===== config.mk =====
export PLATFORM = sky130hd
export DESIGN_NAME = mem_bus_arbiter
export DESIGN_NICKNAME = d
export VERILOG_FILES = /design/src/rtl/mem_bus_arbiter.sv
export SDC_FILE = /design/constraint.sdc
export NUM_CORES = 1
export LEC_CHECK = 0
export CORE_ASPECT_RATIO = 0.5
export CORE_MARGIN = 1
export CORE_UTILIZATION = 30
export CTS_BUF_LIST = sky130_fd_sc_hd__clkbuf_8
export CTS_CLUSTER_DIAMETER = 60
export DETAILED_ROUTE_END_ITERATION = 10
export GPL_TIMING_DRIVEN = 0
export HOLD_SLACK_MARGIN = 0.15
export SKIP_LAST_GASP = 1
export SYNTH_ARGS = -nofsm -noshare
export SYNTH_HDL_FRONTEND = slang
export SYNTH_SLANG_ARGS = --single-unit

===== constraint.sdc =====
create_clock -name clk -period 5.1 [get_ports clk]
set_input_delay 0.51 -clock clk [delete_from_list [all_inputs] [get_ports clk]]
set_output_delay 0.51 -clock clk [all_outputs]
set_load 0.01 [all_outputs]

===== src/rtl/mem_bus_arbiter.sv =====
// mem_bus_arbiter: shares one memory read/write port between two bus masters.
// Round-robin arbitration, 8/16-bit lane steering, misalignment and timeout
// errors reported with the one-cycle completion pulse.
//
// Handshake: a master raises pN_req_rdwr with address/size/we/data stable and
// holds it until it samples pN_data_ready (one-cycle pulse, pN_error valid in
// the same cycle); it must drop the request in the following cycle. Toward the
// memory, mem_req_rdwr stays high for the whole BUSY period and mem_data_ready
// is only honoured while BUSY.
module mem_bus_arbiter #(
  parameter int ADDR_WIDTH     = 16,
  parameter int DATA_WIDTH     = 16,
  parameter int TIMEOUT_CYCLES = 64
) (
  input  logic                  clk,
  input  logic                  reset,
  // port 0 (cpu data bus)
  input  logic                  p0_req_rdwr,
  input  logic [ADDR_WIDTH-1:0] p0_addr_in,
  input  logic                  p0_data_acc_sz,
  input  logic                  p0_data_inout_we,
  input  logic [DATA_WIDTH-1:0] p0_write_data,
  output logic [DATA_WIDTH-1:0] p0_read_data,
  output logic                  p0_data_ready,
  output logic                  p0_error,
  // port 1 (loader / dma)
  input  logic                  p1_req_rdwr,
  input  logic [ADDR_WIDTH-1:0] p1_addr_in,
  input  logic                  p1_data_acc_sz,
  input  logic                  p1_data_inout_we,
  input  logic [DATA_WIDTH-1:0] p1_write_data,
  output logic [DATA_WIDTH-1:0] p1_read_data,
  output logic                  p1_data_ready,
  output logic                  p1_error,
  // memory side
  output logic                  mem_req_rdwr,
  output logic [ADDR_WIDTH-1:0] mem_addr_in,
  output logic                  mem_data_acc_sz,
  output logic [7:0]            mem_write_data_in_8,
  output logic [DATA_WIDTH-1:0] mem_write_data_in_16,
  output logic                  mem_write_data_we_8,
  output logic                  mem_write_data_we_16,
  input  logic [7:0]            mem_read_data_out_8,
  input  logic [DATA_WIDTH-1:0] mem_read_data_out_16,
  input  logic                  mem_data_ready,
  // debug: current FSM state (0 idle, 1 busy, 2 done)
  output logic [1:0]            dbg_state
);

  // access size encoding shared with the cpu package
  localparam logic SZ_8  = 1'b0;
  localparam logic SZ_16 = 1'b1;
  localparam int   CW    = $clog2(TIMEOUT_CYCLES);

  typedef enum logic [1:0] {
    S_IDLE = 2'd0,
    S_BUSY = 2'd1,
    S_DONE = 2'd2
  } state_t;

  state_t                state, state_d;
  logic                  grant, last_grant;
  logic                  err;
  logic                  mem_we;
  logic [CW-1:0]         tmo_cnt;

  logic                  any_req;
  logic                  sel;
  logic [ADDR_WIDTH-1:0] sel_addr;
  logic                  sel_sz;
  logic                  sel_we;
  logic [DATA_WIDTH-1:0] sel_wd;
  logic                  misaligned;
  logic                  tmo_hit;
  logic [DATA_WIDTH-1:0] rd_cap;

  // arbitration choice, selected request fields and next-state decision
  always_comb begin
    any_req    = p0_req_rdwr | p1_req_rdwr;
    sel        = 1'b0;
    if (p0_req_rdwr && p1_req_rdwr) sel = ~last_grant;
    else if (p1_req_rdwr)           sel = 1'b1;
    sel_addr   = sel ? p1_addr_in       : p0_addr_in;
    sel_sz     = sel ? p1_data_acc_sz   : p0_data_acc_sz;
    sel_we     = sel ? p1_data_inout_we : p0_data_inout_we;
    sel_wd     = sel ? p1_write_data    : p0_write_data;
    misaligned = (sel_sz == SZ_16) && sel_addr[0];
    tmo_hit    = (tmo_cnt == CW'(TIMEOUT_CYCLES - 1));
    rd_cap     = (mem_data_acc_sz == SZ_16) ? mem_read_data_out_16
                 : {{(DATA_WIDTH-8){1'b0}}, mem_read_data_out_8};
    state_d    = state;
    case (state)
      S_IDLE:  if (any_req) state_d = misaligned ? S_DONE : S_BUSY;
      S_BUSY:  if (mem_data_ready || tmo_hit) state_d = S_DONE;
      S_DONE:  state_d = S_IDLE;
      default: state_d = S_IDLE;
    endcase
  end

  // state register
  always_ff @(posedge clk or posedge reset) begin
    if (reset) state <= S_IDLE;
    else       state <= state_d;
  end

  // grant bookkeeping, latched request, timeout counter and read results
  always_ff @(posedge clk or posedge reset) begin
    if (reset) begin
      grant                <= 1'b0;
      last_grant           <= 1'b1;
      err                  <= 1'b0;
      mem_we               <= 1'b0;
      tmo_cnt              <= '0;
      mem_addr_in          <= '0;
      mem_data_acc_sz      <= 1'b0;
      mem_write_data_in_8  <= '0;
      mem_write_data_in_16 <= '0;
      p0_read_data         <= '0;
      p1_read_data         <= '0;
    end else begin
      case (state)
        S_IDLE: begin
          if (any_req) begin
            grant                <= sel;
            last_grant           <= sel;
            mem_addr_in          <= sel_addr;
            mem_data_acc_sz      <= sel_sz;
            mem_we               <= sel_we;
            mem_write_data_in_8  <= sel_wd[7:0];
            mem_write_data_in_16 <= sel_wd;
            tmo_cnt              <= '0;
            err                  <= misaligned;
            if (misaligned) begin
              if (sel) p1_read_data <= '0;
              else     p0_read_data <= '0;
            end
          end
        end
        S_BUSY: begin
          if (mem_data_ready) begin
            err <= 1'b0;
            // writes leave the requester's read register untouched
            if (!mem_we) begin
              if (grant) p1_read_data <= rd_cap;
              else       p0_read_data <= rd_cap;
            end
          end else if (tmo_hit) begin
            err <= 1'b1;
            if (grant) p1_read_data <= '0;
            else       p0_read_data <= '0;
          end else begin
            tmo_cnt <= tmo_cnt + 1'b1;
          end
        end
        default: ;
      endcase
    end
  end

  // memory strobes and per-port completion, decoded from the state register
  always_comb begin
    mem_req_rdwr         = (state == S_BUSY);
    mem_write_data_we_8  = mem_req_rdwr && mem_we && (mem_data_acc_sz == SZ_8);
    mem_write_data_we_16 = mem_req_rdwr && mem_we && (mem_data_acc_sz == SZ_16);
    p0_data_ready        = (state == S_DONE) && !grant;
    p1_data_ready        = (state == S_DONE) &&  grant;
    p0_error             = p0_data_ready && err;
    p1_error             = p1_data_ready && err;
    dbg_state            = state;
  end

endmodule

# After elaboration in Yosys (flattened, before gate mapping)
# Index checks and enable logic that the tools add are counted.
[word_totals] output_inout_bits=82 register_bits=85 in_bits=97
[classes] n_addsub=1 n_reduce_logical=19 eq_ne=14 bitwise_logic=3 mux=37
[ops] op="two-way mux 16 bit" n=19
[ops] op="one-hot mux 16 bit (2 select lines)" n=2
[ops] op="two-way mux 6 bit" n=3
[ops] op="inequality test 2 bit, second input constant" n=7
[ops] op="AND reduction 7 bit" n=2
[ops] op="one-hot mux 6 bit (2 select lines)" n=1
[ops] op="logical AND 1 bit" n=9
[ops] op="two-way mux 1 bit" n=7
[ops] op="adder 6 x 1 -> 6 bit, second input constant" n=1
[ops] op="== test 6 bit, second input constant" n=1
[ops] op="two-way mux 2 bit" n=3
[ops] op="inequality test 2 x 1 -> 1 bit, second input constant" n=2
[ops] op="one-hot mux 2 bit (2 select lines)" n=1
[ops] op="AND reduction 2 bit" n=2
[ops] op="AND reduction 4 bit" n=1
[ops] op="inequality test 3 x 1 -> 1 bit, second input constant" n=1
[ops] op="inequality test 3 bit, second input constant" n=1
[ops] op="AND reduction 3 bit" n=1
[ops] op="== test 2 x 1 -> 1 bit, second input constant" n=1
[ops] op="== test 2 bit, second input constant" n=1
[ops] op="logical NOT 2 bit" n=1
[ops] op="NOT 1 bit" n=2
[ops] op="one-hot mux 1 bit (2 select lines)" n=1
[ops] op="nonzero test 2 bit" n=1
[ops] op="3 further kinds" n=3

# Longest topological paths before layout
# Gate-level depths: netlist of run 1.
[logic_depth] depth_word=7 depth_mapped=7 ltp_nobuf=5

# Worst setup path after synthesis of run 1
# Ideal clock, no wire load.
[synth_path] path_type="input to register" start="input p1_req_rdwr" end="register p1_read_data[0]" t_arrival_ns=1.912 n_path_buf=2 t_required_ns=4.975 stages=6 slack_ns=3.063 cell_sequence="a21boi_2 buf_6 mux2i_1 a2bb2oi_2 buf_6 mux2_2"
[synth_between] elab_chain_len=6 word_cells_on_any_way=11 classes_between="eq/ne (3); mux (4); bitwise (1); reduce/logical (3)"
[synth_lines] item="start: declaration" line_no="27" source="input logic p1_req_rdwr,"
[synth_lines] item="two-way mux 1 bit / logical AND 1 bit (equally long branches)" line_no="82, 81"
[synth_lines] item="two-way mux 1 bit" line_no="81" source="if (p0_req_rdwr && p1_req_rdwr) sel = ~last_grant;"
[synth_lines] item="two-way mux 1 bit / two-way mux 16 bit (equally long branches)" line_no="84, 83"
[synth_lines] item="logical AND 1 bit" line_no="87" source="misaligned = (sel_sz == SZ_16) && sel_addr[0];"
[synth_lines] item="inequality test 2 bit (no line)"
[synth_lines] item="AND reduction 7 bit (no line) (*)"
[synth_lines] item="end signal: assignment" line_no="144" source="if (grant) p1_read_data <= rd_cap;"
[synth_lines] item="end: declaration" line_no="32" source="output logic [DATA_WIDTH-1:0] p1_read_data,"
# Every way passes the cells marked *; elsewhere a longest branch is shown, timed or not.
# A chain may end at the register's enable or synchronous reset.

# Worst setup path in the final report of run 1
[layout_path] start="register mem_data_acc_sz" end="output mem_write_data_we_16"
[layout_between] elab_chain_len=1
[layout_lines] item="start: declaration" line_no="38" source="output logic mem_data_acc_sz,"
[layout_lines] item="start signal: assignment" line_no="127" source="mem_data_acc_sz <= sel_sz;"
[layout_lines] item="logical AND 1 bit" line_no="164" source="mem_write_data_we_16 = mem_req_rdwr && mem_we && (mem_data_acc_sz == SZ_16);"
[layout_lines] item="end: declaration" line_no="42" source="output logic mem_write_data_we_16,"
# Every way passes these cells.

==> results of run 1 <==
cells in the mapped netlist, types with 2 or more instances:
library cell,number,area (µm²)
sky130_fd_sc_hd__nand4_1,2,12.5
sky130_fd_sc_hd__nand2_1,45,169
sky130_fd_sc_hd__nor3_1,2,10.0
sky130_fd_sc_hd__a21oi_1,2,10.0
sky130_fd_sc_hd__inv_1,2,7.51
sky130_fd_sc_hd__and2_1,2,12.5
sky130_fd_sc_hd__dfrtp_1,76,1900
sky130_fd_sc_hd__buf_4,8,60.1
sky130_fd_sc_hd__mux2_1,3,33.8
sky130_fd_sc_hd__o21ai_0,37,185
sky130_fd_sc_hd__buf_6,3,33.8
sky130_fd_sc_hd__clkbuf_1,11,41.3
sky130_fd_sc_hd__and3_1,9,56.3
sky130_fd_sc_hd__mux2i_1,49,490
sky130_fd_sc_hd__nor2_1,17,63.8
sky130_fd_sc_hd__buf_2,4,20.0
sky130_fd_sc_hd__mux2_2,29,327
area by class of cell:
class | instances | share of cell area (%)
buffer | 26 | 2.64
clock buffer | 9 | 2.10
clock inverter | 7 | 1.36
inverter | 3 | 0.234
multi-input combinational | 217 | 26.7
sequential | 77 | 32.8
tap | 165 | 3.51
timing repair buffer | 179 | 30.7
kinds of logic (layout without fill, tap and decap cells):
group | count (synthesis) | count (layout) | synth area share, %
compound gates | 48 | 48 | 7.99
xor+xnor | 1 | 1 | 0.239
fa+ha+maj | 1 | 1 | 0.341
buf+inv | 29 | 224 | 4.54
flops | 77 | 77 | 52.6
mux | 81 | 81 | 23.2
simple gates | 86 | 86 | 11.1
layer usage:
layer / GRT usage (%) / vias up / share of wire (%)
li1: - / 1513 / -
met1: 20.7 / 1441 / 46
met2: 27.5 / 91 / 48
met3: 4.64 / 7 / 5.9
met4: 4.33 / 0 / 0.57
met5: 0 / - / 0
per-stage QoR:
stage | setup WS [ns] | total power [mW] | utilization (%) | hold WS, ns | area (µm²)
after detailed placement | 2.33 | 2.48 | 48.0 | 0.470 | 5680
after global placement | 1.20 | 2.46 | 47.7 | 0.463 | 5650
final | 2.15 | 2.93 | 49.7 | 0.467 | 5890
after CTS | 2.08 | 2.98 | 49.7 | 0.453 | 5890
after floorplan | 2.62 | 1.69 | - | 0.461 | 3660
after global routing | 1.92 | 3.14 | 49.7 | 0.482 | 5890
worst register-to-register path, cell delays in order (launching register included):
cell and delay, ns:
sky130_fd_sc_hd__dfrtp_1 0.44, sky130_fd_sc_hd__ha_1 0.26, sky130_fd_sc_hd__and4_1 0.26, sky130_fd_sc_hd__a41oi_1 0.25, sky130_fd_sc_hd__a2bb2oi_2 0.40, sky130_fd_sc_hd__buf_6 0.23
sky130_fd_sc_hd__mux2_2 0.35
state kept, by name, summed over array words and instances, names as in the netlist:
signal,flops
err,1
dbg_state,2
mem_data_acc_sz,1
grant,1
last_grant,1
mem_write_data_in_16,9
mem_addr_in,16
p0_read_data,16
tmo_cnt,6
mem_write_data_in_8,7
mem_we,1
p1_read_data,16
power groups by stage:
stage | registers (mW) | clock network, mW | logic (mW)
2_1_floorplan | 1.10 | 0 | 0.590
4_1_cts | 1.01 | 0.502 | 1.47
6_report | 1.00 | 0.478 | 1.45
3_5_place_dp | 1.02 | 0 | 1.47
3_3_place_gp | 1.01 | 0 | 1.46
5_1_grt | 1.04 | 0.524 | 1.58
cells in the final DEF (no fill, tap or decap), drive strengths merged, types with 9 or more instances in the layout:
cell type,synthesis,routed
and3,9,9
o21ai,37,37
clkdlybuf4s50,0,178
mux2i,49,49
dfrtp,76,76
nand2,45,45
clkbuf,11,20
nor2,17,17
mux2,32,32
buf,15,16
path summary, 6_finish.rpt:
check | startpoint | endpoint | slack, ns | cells past startpoint
min in group clk | mem_addr_in[10]$_DFFE_PP0P_ | mem_addr_in[10]$_DFFE_PP0P_ | 0.49 | 2
worst max register to register | tmo_cnt[0]$_DFFE_PP0P_ | p1_read_data[14]$_DFFE_PP0P_ | 2.81 | 6
worst min register to register | mem_addr_in[10]$_DFFE_PP0P_ | mem_addr_in[10]$_DFFE_PP0P_ | 0.49 | 2
max in group asynchronous | reset | last_grant$_DFFE_PP1P_ | 4.00 | 3
worst min-delay path | reset | p1_read_data[12]$_DFFE_PP0P_ | 0.47 | 2
worst max-delay path | mem_data_acc_sz$_DFFE_PP0P_ | mem_write_data_we_16 | 2.15 | 4
==> flow_summary.json, run 1 <==
{
  "post_synthesis_sequential_area_ratio_pct": 52.6,
  "p_int_mw": 1.89,
  "first_global_vias": 3048,
  "worst-setup-path-type": "register to output pin",
  "synth_edf_count": 0,
  "critPathRequiredTime_ns": 4.59,
  "fin_tns_setup_ns": 0,
  "initial_core_util_pct": 30.9,
  "asyncSetResetFlopFracSynth_pct": 100,
  "via_per_inst": 4.47,
  "final_weighted_congestion_in_routability_driven_placement": 0.723,
  "crit_arrival_ns": 2.44,
  "areaGrowthSynthToFinish_pct": 60.6,
  "ff_latch_area_um2": 1930,
  "sequentialPowerShare_pct": 34.2,
  "min_period_ns": 2.95,
  "synthesis.area_per_instance_um2": 11.3,
  "path_cells": "clkbuf_1 -> clkbuf_1 -> and3_1 -> clkdlybuf4s50_1",
  "finalNetCount": 611,
  "synth_cell_type_count": 39,
  "post-route-drc-count": 0,
  "timing.final.setup_violations": 0,
  "grt_pass1_wl_mm": 15.8,
  "cp-end-kind": "output pin",
  "drv.max_cap_violation_count": 0,
  "globalRouteOverflowTotal": 0,
  "antenna_cells_inserted": 0,
  "drt-wirelength-per-cell_um": 14.6,
  "chipWidth_um": 158,
  "startpoint_type": "register",
  "ant_nets": 0,
  "share_of_power_burned_in_the_clock_network_pct": 16.3,
  "fillCellCount": 1129,
  "switchingPower_mw": 1.04,
  "holdBufCountCts": 0,
  "ys_ff_latch": 77,
  "finalWirelength_mm": 9.98,
  "maximum_number_of_pins_on_one_net_before_global_route_repair": 55,
  "cts.path.max_buffers": 2,
  "vdd_ir_drop_max_v": 0.000198,
  "multi_input_area_um2": 1570,
  "ys.warnings.count": 0,
  "worstMarginPinSlew_ns": 0.753,
  "finished_layout_cells": 683,
  "pwr_cell_area_nw_per_um2": 498,
  "synthCells": 323,
  "critical_path.slowest_cell": "sky130_fd_sc_hd__clkbuf_1",
  "layout_worst_path_cycle_share_pct": 57.9,
  "floorplan.die_area_um2": 12700,
  "worst_path_largest_cell_delay_ns": 0.58,
  "post_route_cells_drive_above_1_share_pct": 13.5,
  "grt_setup_unrepaired": "false",
  "fin_worst_skew_ns": 0.0151,
  "ys.flop_type": "sky130_fd_sc_hd__dfrtp_1",
  "clock-sinks": 77,
  "finalHoldViolCount": 0,
  "initialDrtViolationCount": 149,
  "routed-via-count": 3052,
  "achievable-frequency_mhz": 338,
  "placed_cell_count": 667,
  "final_max_slew_viol_count": 0,
  "combPwrFrac_pct": 49.5,
  "number_of_cell_rows": 28,
  "critPathBufInv": 3,
  "die_y_um": 80.2,
  "post_cts_buffers": 0,
  "io_buffers": 178,
  "delay_heaviest_family_cp": "buffers and inverters",
  "cts_inserted_buffers": 9,
  "tritoncts": "built",
  "power.share.switching_pct": 35.5,
  "postCtsResizedCells": 0,
  "slew-limit-headroom_pct": 49.8,
  "post_synth_instance_area_um2": 3660,
  "p_leak_nw": 2.64,
  "drt_pre_antenna_iters": 4,
  "status": "finished, final reports clean",
  "critical_path.max_fanout": 10,
  "h-tree-depth": 3,
  "clockRootBuffer": "sky130_fd_sc_hd__clkbuf_8",
  "mappedNetlistNets": 421,
  "worstHoldPathType": "input port to asynchronous set/reset pin",
  "gr-usage-all-layers_pct": 16.4,
  "post-dp-hpwl_mm": 7.51,
  "grt_antenna_before_repair": 0,
  "floorplan.io_pins": 179,
  "clock_insertion_delay_at_the_later_pin_of_the_skew_report_ns": 0.36,
  "cts.reportedPaths.clkPinSlew_ns": 0.09,
  "core_um2": 11800,
  "critical_path.most_common_cell": "sky130_fd_sc_hd__clkbuf_1"
}
No activity file was read; power rests on OpenSTA's default activity.
==> inputs of run 2 (changes only) <==
clock period = 2.55 ns   (was 5.1 ns; I/O delays follow)
==> flow_summary.json, run 2 (synthesized netlist as in run 1, its figures left out) <==
{
  "status": "finished, final reports clean",
  "critPathRequiredTime_ns": 2.30,
  "crit-reg2reg-launch": "tmo_cnt[0]$_DFFE_PP0P_",
  "post_route_cells_drive_above_1_share_pct": 13.7,
  "ant_nets": 0,
  "slew-limit-headroom_pct": 54.3,
  "min_period_ns": 2.32,
  "first_global_vias": 3049,
  "number_of_cell_rows": 28,
  "final_max_slew_viol_count": 0,
  "post-dp-hpwl_mm": 7.51,
  "gr-usage-all-layers_pct": 16.4,
  "preCtsSetupSlack_ns": 0.0386,
  "critical_path.slowest_cell": "sky130_fd_sc_hd__dfrtp_2",
  "worstHoldPathType": "input port to asynchronous set/reset pin",
  "final_weighted_congestion_in_routability_driven_placement": 0.723,
  "worst_hold_slack_ns": 0.211,
  "p_int_mw": 3.78,
  "regToRegEndpoint": "p1_read_data[14]$_DFFE_PP0P_",
  "maximum_number_of_pins_on_one_net_before_global_route_repair": 55,
  "h-tree-depth": 3,
  "pwr_cell_area_nw_per_um2": 995,
  "tritoncts": "built",
  "largest_registers": "mem_addr_in (16), p0_read_data (16), p1_read_data (16)",
  "design_area_um2": 5880,
  "floorplan.die_area_um2": 12700,
  "chipWidth_um": 158,
  "critPathBufInv": 2,
  "post-route-drc-count": 0,
  "path_cells": "clkbuf_1 -> and3_1 -> clkdlybuf4s50_1",
  "fin_worst_skew_ns": 0.0153,
  "worstMarginPinSlew_ns": 0.681,
  "worst-setup-path-type": "register to output pin",
  "switchingPower_mw": 2.08,
  "routed-via-count": 3049,
  "fin_total_pwr_mw": 5.86,
  "io_buffers": 178,
  "grt_pass1_wl_mm": 15.8,
  "startpoint_type": "register",
  "final.setup.worst_slack_ns": 0.226,
  "combPwrFrac_pct": 48.8,
  "final_common_cell": "sky130_fd_sc_hd__clkdlybuf4s50_1",
  "grt_antenna_before_repair": 0,
  "floorplan.io_pins": 179,
  "final_core_utilization_pct": 49.7,
  "finalHoldViolCount": 0,
  "p_leak_nw": 2.64,
  "finalWirelength_mm": 9.98,
  "core_um2": 11800,
  "share_of_power_burned_in_the_clock_network_pct": 16.3,
  "worst_path_largest_cell_delay_ns": 0.57,
  "fillCellCount": 1130,
  "antenna_cells_inserted": 0,
  "cts.path.max_buffers": 2,
  "r2r_cells": 6,
  "vdd_ir_drop_max_v": 0.000396,
  "globalRouteOverflowTotal": 0,
  "drt-wirelength-per-cell_um": 14.6,
  "layout_worst_path_cycle_share_pct": 91.1,
  "clock-sinks": 77,
  "die_y_um": 80.2,
  "timing.final.setup_violations": 0,
  "mostFrequentLayoutCells": "sky130_fd_sc_hd__clkdlybuf4s50_1, sky130_fd_sc_hd__dfrtp_1, sky130_fd_sc_hd__mux2i_1",
  "via_per_inst": 4.47,
  "drv.max_cap_violation_count": 0,
  "initialDrtViolationCount": 149,
  "delay_heaviest_family_cp": "buffers and inverters",
  "critical_path.max_fanout": 11,
  "sequentialPowerShare_pct": 34.9,
  "finalNetCount": 610,
  "drt_pre_antenna_iters": 4,
  "grt_setup_unrepaired": "false",
  "worst-r2r-setup-slack_ns": 0.26,
  "cp-end-kind": "output pin",
  "initial_core_util_pct": 30.9,
  "cts_inserted_buffers": 9,
  "achievable-frequency_mhz": 430,
  "postPlaceCellArea_um2": 5680,
  "clock_insertion_delay_at_the_later_pin_of_the_skew_report_ns": 0.36,
  "crit_arrival_ns": 2.07,
  "clockRootBuffer": "sky130_fd_sc_hd__clkbuf_8",
  "power.share.switching_pct": 35.5,
  "cts.reportedPaths.clkPinSlew_ns": 0.09,
  "areaGrowthSynthToFinish_pct": 60.6
}
run 2: cell count changes in the layout (fill, tap and decap cells not counted), sizes merged:
cell | before | now
clkbuf | 20 | 19
run 2: how the worst max path moves through the flow:
stage	start	end	slack (ns)	cells after the start
2_1_floorplan	reset	dbg_state[0]$_DFFE_PP0P_	0.33	1
3_3_place_gp	reset	mem_write_data_in_8[1]$_DFFE_PP0P_	-1.09	2
3_5_place_dp	p1_req_rdwr	p1_read_data[14]$_DFFE_PP0P_	0.04	7
4_1_cts	mem_data_acc_sz$_DFFE_PP0P_	mem_write_data_we_16	0.002	3
5_1_grt	mem_data_acc_sz$_DFFE_PP0P_	mem_write_data_we_16	0.06	3
6_report	mem_data_acc_sz$_DFFE_PP0P_	mem_write_data_we_16	0.23	3
run 2: through the flow:
stage | TNS [ns] | instances
after floorplan | 0 | 323
after global placement | -82.83 | 666
after detailed placement | 0 | 667
after CTS | 0 | 682
after global routing | 0 | 682
final | 0 | 682
run 2: final cells by class:
class / instances / area [µm²] / area share [%]
Multi-Input combinational cell: 217 / 1570 / 26.7
Timing Repair Buffer: 179 / 1810 / 30.7
Sequential cell: 77 / 1930 / 32.8
Clock buffer: 9 / 124 / 2.11
Inverter: 3 / 13.8 / 0.234
Clock inverter: 7 / 80.1 / 1.36
Buffer: 25 / 151 / 2.57
Tap cell: 165 / 206 / 3.51
run 2: power by group through the flow:
stage	Combinational (mW)	Clock (mW)	Sequential [mW]
2_1_floorplan	1.18	0	2.21
3_3_place_gp	2.91	0	2.02
3_5_place_dp	2.94	0	2.03
4_1_cts	2.90	1.00	2.05
5_1_grt	3.11	1.05	2.12
6_report	2.86	0.956	2.04
run 2: per-layer routing:
| metal | global-route usage [%] | vias to the layer above | wire [µm] |
|---|---|---|---|
| met5 | 0 | - | 0 |
| met4 | 4.33 | 0 | 57 |
| met3 | 4.64 | 7 | 592 |
| met2 | 27.5 | 91 | 4750 |
| met1 | 20.7 | 1441 | 4590 |
| li1 | - | 1510 | - |
run 2: what timing repair did:
item,CTS,global route
gates resized for setup,0,1
endpoints found under the setup margin,2,1
hold buffers,0,0
buffers inserted,0,0
==> inputs of run 3 (changes only) <==
PLACE_DENSITY_LB_ADDON = 0.3   (was default)
==> flow_summary.json, run 3 (synthesized netlist as in run 1, its figures left out) <==
{
  "tritoncts": "built",
  "drt_pre_antenna_iters": 4,
  "drt-wirelength-per-cell_um": 14.4,
  "fin_worst_skew_ns": 0.00724,
  "pwr_cell_area_nw_per_um2": 999,
  "crit_arrival_ns": 2.07,
  "clockRootBuffer": "sky130_fd_sc_hd__clkbuf_8",
  "routed-via-count": 3096,
  "first_global_vias": 2999,
  "status": "finished, final reports clean",
  "cts.reportedPaths.clkPinSlew_ns": 0.08,
  "final_weighted_congestion_in_routability_driven_placement": 0.741,
  "final_max_slew_viol_count": 0,
  "worstMarginPinSlew_ns": 0.689,
  "maximum_number_of_pins_on_one_net_before_global_route_repair": 55,
  "finalNetCount": 610,
  "timing.final.setup_violations": 0,
  "achievable-frequency_mhz": 430,
  "globalRouteOverflowTotal": 0,
  "worst-setup-path-type": "register to output pin",
  "core_um2": 11800,
  "finalHoldViolCount": 0,
  "worstHoldPathType": "input port to asynchronous set/reset pin",
  "layout_worst_path_cycle_share_pct": 91.1,
  "grt_setup_unrepaired": "false",
  "floorplan.die_area_um2": 12700,
  "ant_nets": 0,
  "design_area_um2": 5900,
  "finalWirelength_mm": 9.85,
  "io_buffers": 178,
  "grt_antenna_before_repair": 0,
  "postPlaceCellArea_um2": 5680,
  "antenna_cells_inserted": 0,
  "die_y_um": 80.2,
  "drv.max_cap_violation_count": 0,
  "final_common_cell": "sky130_fd_sc_hd__clkdlybuf4s50_1",
  "post_route_cells_drive_above_1_share_pct": 13.5,
  "areaGrowthSynthToFinish_pct": 60.9,
  "floorplan.io_pins": 179,
  "grt_pass1_wl_mm": 15.3,
  "clock_insertion_delay_at_the_later_pin_of_the_skew_report_ns": 0.35,
  "startpoint_type": "register",
  "post-dp-hpwl_mm": 7.31,
  "largest_registers": "mem_addr_in (16), p0_read_data (16), p1_read_data (16)",
  "fin_tns_setup_ns": 0,
  "critical_path.max_fanout": 11,
  "h-tree-depth": 3,
  "post_cts_buffers": 0,
  "via_per_inst": 4.54,
  "slew-limit-headroom_pct": 52.7,
  "chipWidth_um": 158,
  "clock-sinks": 77,
  "vdd_ir_drop_max_v": 0.000392,
  "cp-end-kind": "output pin",
  "p_leak_nw": 2.64,
  "gr-usage-all-layers_pct": 15.9,
  "initial_core_util_pct": 30.9,
  "critPathRequiredTime_ns": 2.30,
  "number_of_cell_rows": 28,
  "cts_inserted_buffers": 9,
  "mostFrequentLayoutCells": "sky130_fd_sc_hd__clkdlybuf4s50_1, sky130_fd_sc_hd__dfrtp_1, sky130_fd_sc_hd__mux2i_1",
  "initialDrtViolationCount": 112,
  "post-route-drc-count": 0,
  "min_period_ns": 2.32,
  "cts.path.max_buffers": 2
}
run 3: cell count changes in the layout (fill, tap and decap cells not counted):
cell                         delta
sky130_fd_sc_hd__bufinv_16      +1
sky130_fd_sc_hd__clkinv_4       -1
sky130_fd_sc_hd__inv_6          -3
sky130_fd_sc_hd__inv_1          +1
sky130_fd_sc_hd__clkinvlp_4     +1
sky130_fd_sc_hd__clkinv_2       +1
run 3: repair_timing:
action                     CTS  global route
hold buffers                 0             0
resized for setup            1             0
setup endpoints to repair    2             0
run 3: worst max-delay path, cell delays in order, from the launching register on:
cell and delay [ns]:
sky130_fd_sc_hd__dfrtp_2 0.56, sky130_fd_sc_hd__clkbuf_1 0.39, sky130_fd_sc_hd__and3_1 0.22, sky130_fd_sc_hd__clkdlybuf4s50_1 0.55
run 3: path summary, 6_finish.rpt:
check	end	slack, ns	cells past startpoint	from
max in group asynchronous	last_grant$_DFFE_PP1P_	1.70	3	reset
setup reg to reg	p1_read_data[15]$_DFFE_PP0P_	0.23	6	tmo_cnt[0]$_DFFE_PP0P_
hold / removal	p1_read_data[12]$_DFFE_PP0P_	0.21	2	reset
min in group clk	mem_addr_in[5]$_DFFE_PP0P_	0.48	2	mem_addr_in[5]$_DFFE_PP0P_
hold reg to reg	mem_addr_in[5]$_DFFE_PP0P_	0.48	2	mem_addr_in[5]$_DFFE_PP0P_
setup / recovery	mem_write_data_we_16	0.23	3	mem_data_acc_sz$_DFFE_PP0P_
run 3: area by class of cell:
class	instances	area (µm²)
buffer	25	151
clock buffer	9	124
clock inverter	7	91.3
fill	1139	5950
inverter	3	13.8
multi-input combinational	217	1570
sequential	77	1930
tap	165	206
timing repair buffer	179	1810
run 3: metrics by stage:
step,instances,setup slack [ns],utilization (%),hold slack [ns],power [mW]
after floorplan,323,0.330,-,0.325,3.39
after global placement,666,-1.05,47.7,0.464,4.92
after detailed placement,667,-0.0486,48.0,0.470,4.97
after CTS,682,0.169,49.8,0.209,6.00
after global routing,682,0.0690,49.8,0.234,6.31
final,682,0.227,49.8,0.215,5.89
run 3: layer usage:
| metal | track usage (%) | vias up | routed length (µm) |
|---|---|---|---|
| li1 | - | 1511 | - |
| met1 | 19.7 | 1488 | 4320 |
| met2 | 27.4 | 88 | 4910 |
| met3 | 4.21 | 9 | 493 |
| met4 | 4.42 | 0 | 121 |
| met5 | 0 | - | 0 |
run 3: power by group:
| part | switching [mW] | internal, mW | total (mW) |
|---|---|---|---|
| logic | 1.24 | 1.60 | 2.84 |
| registers | 0.329 | 1.71 | 2.04 |
| clock network | 0.460 | 0.545 | 1.01 |
